==> src/rtl/attract_pkg.sv <==
// -----------------------------------------------------------------------------
// attract_pkg
// Shared definitions for the attract-mode animator: animation mode encodings
// and the controller state enumeration.
// -----------------------------------------------------------------------------
package attract_pkg;

    // Animation mode encodings (mode value 3 falls back to random hop)
    localparam logic [1:0] MODE_HOP   = 2'd0;
    localparam logic [1:0] MODE_SWEEP = 2'd1;
    localparam logic [1:0] MODE_PULSE = 2'd2;

    typedef enum logic [1:0] {
        IDLE  = 2'd0,
        PLACE = 2'd1,
        WAIT  = 2'd2,
        EXIT  = 2'd3
    } state_e;

endpackage

==> src/rtl/attract_screen_if.sv <==
// -----------------------------------------------------------------------------
// attract_screen_if
// Bundles the attract animator's frame/random/control inputs and its grid
// outputs.
//   master : drives vsync_rising_edge, lfsr_out, enable, mode; observes outputs
//   slave  : the animator itself; receives the inputs, drives grid, tile_pos,
//            active, done
// -----------------------------------------------------------------------------
interface attract_screen_if #(
    parameter int GRID_SIZE = 4,
    parameter int CELL_BITS = 4
);
    localparam int NUM_CELLS = GRID_SIZE * GRID_SIZE;
    localparam int IDX_BITS  = $clog2(NUM_CELLS);

    logic                           vsync_rising_edge;
    logic [IDX_BITS-1:0]            lfsr_out;
    logic                           enable;
    logic [1:0]                     mode;
    logic [NUM_CELLS*CELL_BITS-1:0] grid;
    logic [IDX_BITS-1:0]            tile_pos;
    logic                           active;
    logic                           done;

    modport master (
        output vsync_rising_edge, lfsr_out, enable, mode,
        input  grid, tile_pos, active, done
    );

    modport slave (
        input  vsync_rising_edge, lfsr_out, enable, mode,
        output grid, tile_pos, active, done
    );

endinterface

==> src/rtl/frame_timer.sv <==
// -----------------------------------------------------------------------------
// frame_timer
// Counts vsync edges up to FRAME_DIV and then holds, flagging expiry.
//   clk        : system clock
//   rst_n      : synchronous active-low reset
//   clear_i    : zero the count (has priority over counting)
//   count_en_i : count one frame edge
//   expired_o  : count has reached FRAME_DIV
// -----------------------------------------------------------------------------
module frame_timer #(
    parameter int FRAME_DIV = 30
) (
    input  logic clk,
    input  logic rst_n,
    input  logic clear_i,
    input  logic count_en_i,
    output logic expired_o
);
    localparam int              CNT_W = $clog2(FRAME_DIV + 1);
    localparam logic [CNT_W-1:0] LIMIT = CNT_W'(FRAME_DIV);

    logic [CNT_W-1:0] count_q, count_d;

    // Saturate at the limit so extra edges never wrap the counter
    always_comb begin
        count_d = count_q;
        if (clear_i) begin
            count_d = '0;
        end else if (count_en_i && (count_q != LIMIT)) begin
            count_d = count_q + 1'b1;
        end
    end

    always_ff @(posedge clk) begin
        if (!rst_n) begin
            count_q <= '0;
        end else begin
            count_q <= count_d;
        end
    end

    assign expired_o = (count_q == LIMIT);

endmodule

==> src/rtl/attract_screen.sv <==
// -----------------------------------------------------------------------------
// attract_screen
// Attract-mode animator: while enabled, shows a single tile in an otherwise
// empty grid and moves/animates it every FRAME_DIV frames (random hop, raster
// sweep or in-place pulse). Dropping enable clears the grid and pulses done.
//   clk   : system clock
//   rst_n : synchronous active-low reset
//   bus   : slave side of attract_screen_if
//           in : vsync_rising_edge, lfsr_out, enable, mode
//           out: grid (cell i at [i*CELL_BITS +: CELL_BITS]), tile_pos,
//                active (PLACE/WAIT), done (one cycle while in EXIT)
// All outputs are registered.
// -----------------------------------------------------------------------------
module attract_screen
    import attract_pkg::*;
#(
    parameter int GRID_SIZE  = 4,
    parameter int CELL_BITS  = 4,
    parameter int TILE_VALUE = 11,
    parameter int FRAME_DIV  = 30
) (
    input logic             clk,
    input logic             rst_n,
    attract_screen_if.slave bus
);
    localparam int NUM_CELLS = GRID_SIZE * GRID_SIZE;
    localparam int IDX_BITS  = $clog2(NUM_CELLS);
    localparam int GRID_W    = NUM_CELLS * CELL_BITS;

    localparam logic [CELL_BITS-1:0] TILE_V   = CELL_BITS'(TILE_VALUE);
    localparam logic [CELL_BITS-1:0] ONE_V    = CELL_BITS'(1);
    localparam logic [IDX_BITS-1:0]  LAST_IDX = IDX_BITS'(NUM_CELLS - 1);

    state_e               state_q, state_d;
    logic [1:0]           mode_q, mode_d;
    logic                 first_q, first_d;   // next placement is the first since IDLE
    logic [IDX_BITS-1:0]  pos_q, pos_d;
    logic [CELL_BITS-1:0] val_q, val_d;
    logic [GRID_W-1:0]    grid_q, grid_d;
    logic                 active_q, active_d;
    logic                 done_q, done_d;

    logic                 cand_ok;
    logic [IDX_BITS-1:0]  cand_pos;
    logic [CELL_BITS-1:0] cand_val;
    logic                 timer_clear;
    logic                 timer_count;
    logic                 timer_expired;

    // Whole-grid image with exactly one nonzero cell
    function automatic logic [GRID_W-1:0] build_grid(input logic [IDX_BITS-1:0]  pos,
                                                     input logic [CELL_BITS-1:0] val);
        logic [GRID_W-1:0] g;
        g = '0;
        for (int i = 0; i < NUM_CELLS; i++) begin
            if (pos == IDX_BITS'(i)) begin
                g[i*CELL_BITS +: CELL_BITS] = val;
            end
        end
        return g;
    endfunction

    // The counter only runs while waiting; every other state holds it at zero,
    // so stray vsync pulses outside WAIT are never counted.
    assign timer_clear = (state_q != WAIT);
    assign timer_count = (state_q == WAIT) && bus.vsync_rising_edge;

    frame_timer #(
        .FRAME_DIV (FRAME_DIV)
    ) u_frame_timer (
        .clk        (clk),
        .rst_n      (rst_n),
        .clear_i    (timer_clear),
        .count_en_i (timer_count),
        .expired_o  (timer_expired)
    );

    // Candidate placement for the latched mode
    always_comb begin
        cand_ok  = 1'b0;
        cand_pos = pos_q;
        cand_val = TILE_V;
        case (mode_q)
            MODE_SWEEP: begin
                cand_ok  = 1'b1;
                cand_pos = (first_q || (pos_q == LAST_IDX)) ? '0 : pos_q + 1'b1;
            end
            MODE_PULSE: begin
                cand_ok  = 1'b1;
                cand_val = (first_q || (val_q == TILE_V)) ?
                           (first_q ? TILE_V : ONE_V) : val_q + 1'b1;
            end
            default: begin
                // Random hop: out-of-range or same-cell values are retried
                cand_pos = bus.lfsr_out;
                cand_ok  = (int'(bus.lfsr_out) < NUM_CELLS) &&
                           (first_q || (bus.lfsr_out != pos_q));
            end
        endcase
    end

    // Next-state and registered-output logic; enable low beats everything else
    always_comb begin
        state_d = state_q;
        mode_d  = mode_q;
        first_d = first_q;
        pos_d   = pos_q;
        val_d   = val_q;
        grid_d  = grid_q;

        case (state_q)
            IDLE: begin
                first_d = 1'b1;
                if (bus.enable) begin
                    state_d = PLACE;
                end
            end
            PLACE: begin
                if (!bus.enable) begin
                    state_d = EXIT;
                end else if (cand_ok) begin
                    pos_d   = cand_pos;
                    val_d   = cand_val;
                    grid_d  = build_grid(cand_pos, cand_val);
                    first_d = 1'b0;
                    state_d = WAIT;
                end
            end
            WAIT: begin
                if (!bus.enable) begin
                    state_d = EXIT;
                end else if (timer_expired) begin
                    state_d = PLACE;
                end
            end
            EXIT: begin
                state_d = IDLE;
            end
            default: begin
                state_d = IDLE;
            end
        endcase

        // Mode is sampled only when a placement round begins
        if ((state_d == PLACE) && (state_q != PLACE)) begin
            mode_d = bus.mode;
        end
        if ((state_d == EXIT) || (state_d == IDLE)) begin
            grid_d = '0;
        end
        if (state_d == IDLE) begin
            pos_d = '0;
        end

        active_d = (state_d == PLACE) || (state_d == WAIT);
        done_d   = (state_d == EXIT);
    end

    always_ff @(posedge clk) begin
        if (!rst_n) begin
            state_q  <= IDLE;
            mode_q   <= MODE_HOP;
            first_q  <= 1'b1;
            pos_q    <= '0;
            val_q    <= TILE_V;
            grid_q   <= '0;
            active_q <= 1'b0;
            done_q   <= 1'b0;
        end else begin
            state_q  <= state_d;
            mode_q   <= mode_d;
            first_q  <= first_d;
            pos_q    <= pos_d;
            val_q    <= val_d;
            grid_q   <= grid_d;
            active_q <= active_d;
            done_q   <= done_d;
        end
    end

    assign bus.grid     = grid_q;
    assign bus.tile_pos = pos_q;
    assign bus.active   = active_q;
    assign bus.done     = done_q;

endmodule

==> src/flat_wrapper.sv <==
// flat-port wrapper written by rule: the top's interface ports become plain ports
module attract_screen_flat import attract_pkg::*;
#(
    parameter int GRID_SIZE  = 4,
    parameter int CELL_BITS  = 4,
    parameter int TILE_VALUE = 11,
    parameter int FRAME_DIV  = 30
)
  (clk, rst_n, bus_vsync_rising_edge, bus_lfsr_out, bus_enable, bus_mode, bus_grid, bus_tile_pos, bus_active, bus_done);
  attract_screen_if #(.GRID_SIZE(GRID_SIZE), .CELL_BITS(CELL_BITS)) bus_i ();
  input logic clk;
  input logic rst_n;
  input wire logic [$bits(bus_i.vsync_rising_edge)-1:0] bus_vsync_rising_edge;
  input wire logic [$bits(bus_i.lfsr_out)-1:0] bus_lfsr_out;
  input wire logic [$bits(bus_i.enable)-1:0] bus_enable;
  input wire logic [$bits(bus_i.mode)-1:0] bus_mode;
  output wire logic [$bits(bus_i.grid)-1:0] bus_grid;
  output wire logic [$bits(bus_i.tile_pos)-1:0] bus_tile_pos;
  output wire logic [$bits(bus_i.active)-1:0] bus_active;
  output wire logic [$bits(bus_i.done)-1:0] bus_done;
  assign bus_i.vsync_rising_edge = bus_vsync_rising_edge;
  assign bus_i.lfsr_out = bus_lfsr_out;
  assign bus_i.enable = bus_enable;
  assign bus_i.mode = bus_mode;
  assign bus_grid = bus_i.grid;
  assign bus_tile_pos = bus_i.tile_pos;
  assign bus_active = bus_i.active;
  assign bus_done = bus_i.done;
  attract_screen #(.GRID_SIZE(GRID_SIZE), .CELL_BITS(CELL_BITS), .TILE_VALUE(TILE_VALUE), .FRAME_DIV(FRAME_DIV)) u_core (.clk(clk), .rst_n(rst_n), .bus(bus_i));
endmodule
==> config.mk <==
export PLATFORM = sky130hd
export DESIGN_NAME = attract_screen_flat
export DESIGN_NICKNAME = d
export VERILOG_FILES = /design/src/rtl/attract_pkg.sv /design/src/rtl/attract_screen_if.sv /design/src/rtl/frame_timer.sv /design/src/rtl/attract_screen.sv /design/src/flat_wrapper.sv
export SDC_FILE = /design/constraint.sdc
export NUM_CORES = 1
export LEC_CHECK = 0
export ABC_AREA = 0
export CORE_MARGIN = 3
export CORE_UTILIZATION = 53
export DETAILED_ROUTE_END_ITERATION = 8
export PLACE_DENSITY = 0.84
export SKIP_CTS_REPAIR_TIMING = 1
export SLEW_MARGIN = 20
export SYNTH_ARGS = -nofsm -noshare
export SYNTH_HDL_FRONTEND = slang
export SYNTH_SLANG_ARGS = --single-unit
==> constraint.sdc <==
create_clock -name clk -period 9 [get_ports clk]
set_clock_uncertainty 0.15 [all_clocks]
set_input_delay 1.8 -clock clk [delete_from_list [all_inputs] [get_ports clk]]
set_output_delay 1.8 -clock clk [all_outputs]
set_load 0.03 [all_outputs]
==> flow_metrics.py <==
metrics = {
    "route": {
        "dr_total_vias": 2819,
        "drtAntennaViolNets": 0,
        "drt-vias-per-instance": 5.897,
        "wl_per_cell_um": 17.07,
        "firstDrtPassIters": 4,
        "drt_iter0_drc": 125,
        "drc_errors": 0,
        "routed_wl_um": 8161,
    },
    "die": {
        "die-area_sq_um": 7436,
        "rows": 28,
        "dieWidth_um": 86.24,
        "core_area_sq_um": 6061,
        "die_y_um": 86.24,
        "initial_utilization": 0.5630,
        "ios": 80,
    },
    "layout": {
        "drive_gt1_frac": 0.08685,
        "syn2layout_area_growth_pct": 29.45,
        "nets": 417,
        "seqCellArea_sq_um": 1682,
        "nFillCells": 468,
        "diodes": 0,
        "multi_input_area_sq_um": 1628,
    },
    "synth": {
        "synth_area_leader_cell": "dfxtp_1",
        "synth_seq_cells": 84,
        "syn_avg_cell_area_sq_um": 10.63,
        "synth_top_area_frac": 0.4928,
        "syn_inst": 321,
        "synth_area_leaders": "dfxtp_1 49%, o2bb2ai_1 11%, ha_1 3.3%",
        "syn_nets": 340,
        "synth_warnings": 0,
        "ys_seq_area_frac": 0.4928,
        "synth_area_sq_um": 3412,
        "synth_ff_type": "dfxtp_1",
        "synthDistinctLibCells": 49,
        "synth_edf_count": 0,
        "async_reset_ff_frac": 0,
    },
    "setup_path": {
        "crit_type": "in2reg",
        "arrival_ns": 4.82,
        "cp-start-kind": "input port",
        "cp_max_fo": 6,
        "cp-end-kind": "flip-flop",
        "required_ns": 9.13,
    },
    "sta": {
        "period_minus_slack_ns": 4.695,
        "fin_tns_setup_ns": 0,
        "setup_slack_ns": 4.305,
        "rsz0062_at_grt": "false",
        "hold_viol": 0,
        "fmax_mhz": 213.0,
        "tightest_slew_ns": 1.012,
        "maxSlewViolCount": 0,
        "setup_viol": 0,
        "maxSlewHeadroom": 0.3225,
        "period_share": 0.5217,
    },
    "place": {
        "pre_cts_slack_ns": 3.971,
        "gp_congestion": 0.8541,
        "numPortBuffers": 79,
        "place_hpwl_um": 5898,
    },
    "power_and_ir_drop": {
        "power_mw": 0.7727,
        "ir_drop_mv": 0.1272,
        "p_leak_nw": 1.503,
        "powerDensity_nw_per_um2": 175.0,
    },
    "cts": {
        "clkLatencyLatePin_ns": 0.36,
        "clk_pin_slew_ns": 0.08,
        "cts_tree": "built",
        "clock-root-buffer": "clkbuf_8",
        "cts-htree-levels": 3,
        "cts_made_buffers": 9,
        "cts_sinks": 84,
        "cts.path.max_buffers": 2,
    },
    "global_route": {
        "grt_max_degree": 65,
        "grt_pass1_wl_um": 13680,
        "antenna_found_initial": 0,
        "grt_pass1_vias": 2732,
        "grtUsageTotal": 0.2335,
        "grt-ovfl-total": 0,
    },
    "outcome": {
        "status": "complete, no violations",
    },
    "run": {
        "max-cap-violations": 0,
    },
    "hold_path": {
        "hold_class": "reg2reg",
    },
}
synthesized netlist by cell type (2+ instances only):
library cell  number
a32o_1            10
buf_4              2
clkbuf_1           2
xor2_1             7
dfxtp_1           84
o211ai_1           3
nor3_2             4
and2_1             7
buf_2             10
and3b_1            2
o21ai_0            4
a21oi_1            5
nor3b_1            2
inv_1              7
ha_1               9
nand3_1           11
mux2i_1            2
o2bb2ai_1         42
a22o_1            12
a31oi_1            2
nor2_1            20
nand4_1            7
nand2b_1           6
nor3_1             3
a211o_1            2
nand2_1           21
a211oi_1           5
a311oi_2           2
xnor2_1            2
nor2b_1            7
sequential cells by signal, summed over array words and instances (netlist names):
signal,flops
u_core.bus.active,1
u_core.mode_q,2
u_core.val_q,4
u_core.bus.tile_pos,4
u_core.first_q,1
u_core.state_q,2
u_core.bus.done,1
u_core.u_frame_timer.count_q,5
u_core.bus.grid,64
area by class of cell:
cell class	count	area share
sequential	84	0.3807
multi-input combinational	215	0.3686
timing repair buffer	80	0.1807
clock buffer	10	0.03116
tap	75	0.02125
clock inverter	6	0.01076
inverter	8	0.006799
cells in the final DEF, fill, tap and decap left out, types with 5 or more instances in the layout:
cell,n
clkbuf_8,10
inv_1,7
clkdlybuf4s50_1,79
nand2b_1,6
xor2_1,7
a211oi_1,5
o2bb2ai_1,42
a32o_1,10
nor2_1,20
nor2b_1,7
nand4_1,7
ha_1,9
a21oi_1,5
and2_1,7
nand3_1,11
dfxtp_1,84
nand2_1,21
a22o_1,12
per-layer routing:
metal  global-route usage  share of wire
met4              0.08357          0.015
met5                    0              0
met3              0.05703          0.064
met2               0.3840           0.49
met1               0.2996           0.43
final timing paths:
kind / depth (start not counted) / from / slack [ns] / end
worst max-delay path: 10 / bus_lfsr_out[1] / 4.30 / u_core.bus.grid[36]
worst min-delay path: 1 / u_core.bus.grid[30] / 0.32 / u_core.bus.grid[30]
worst max register to register: 10 / u_core.mode_q[0] / 5.32 / u_core.bus.grid[36]
worst min register to register: 1 / u_core.bus.grid[30] / 0.32 / u_core.bus.grid[30]
through the flow:
step	std cells	hold slack (ns)	util	cell area, sq um
final	478	0.3203	0.7287	4417
after global placement	462	0.2964	0.6982	4232
after floorplan	321	0.3030	-	3412
after CTS	478	0.3214	0.7287	4417
after global routing	478	0.3371	0.7287	4417
after detailed placement	462	0.2964	0.6982	4232
worst max-delay path, stage by stage:
cell and delay (ns):
clkdlybuf4s50_1 0.44, xor2_1 0.17, nor3b_2 0.41, a21boi_2 0.17, a221oi_2 0.41, ha_1 0.29
nand2b_1 0.20, nor3_1 0.36, nand3_1 0.31, o2bb2ai_1 0.23
report_power, final:
group,internal (mW),total (mW),switching (mW)
Clock,0.110,0.247,0.137
Combinational,0.0446,0.137,0.0928
Sequential,0.380,0.389,0.00898
Total,0.534,0.773,0.239
logic make-up after synthesis:
logic type                 after synthesis  synth area share
AOI/OAI and AO/OA                       97            0.2560
DFF                                     84            0.4928
xor gates and xnor gates                 9           0.02310
and+or+nand+nor                         98            0.1592
muxes                                    2          0.005867
buffers and inverters                   22           0.03007
adders and majority gates                9           0.03300
(Power assumes the default switching activity.)
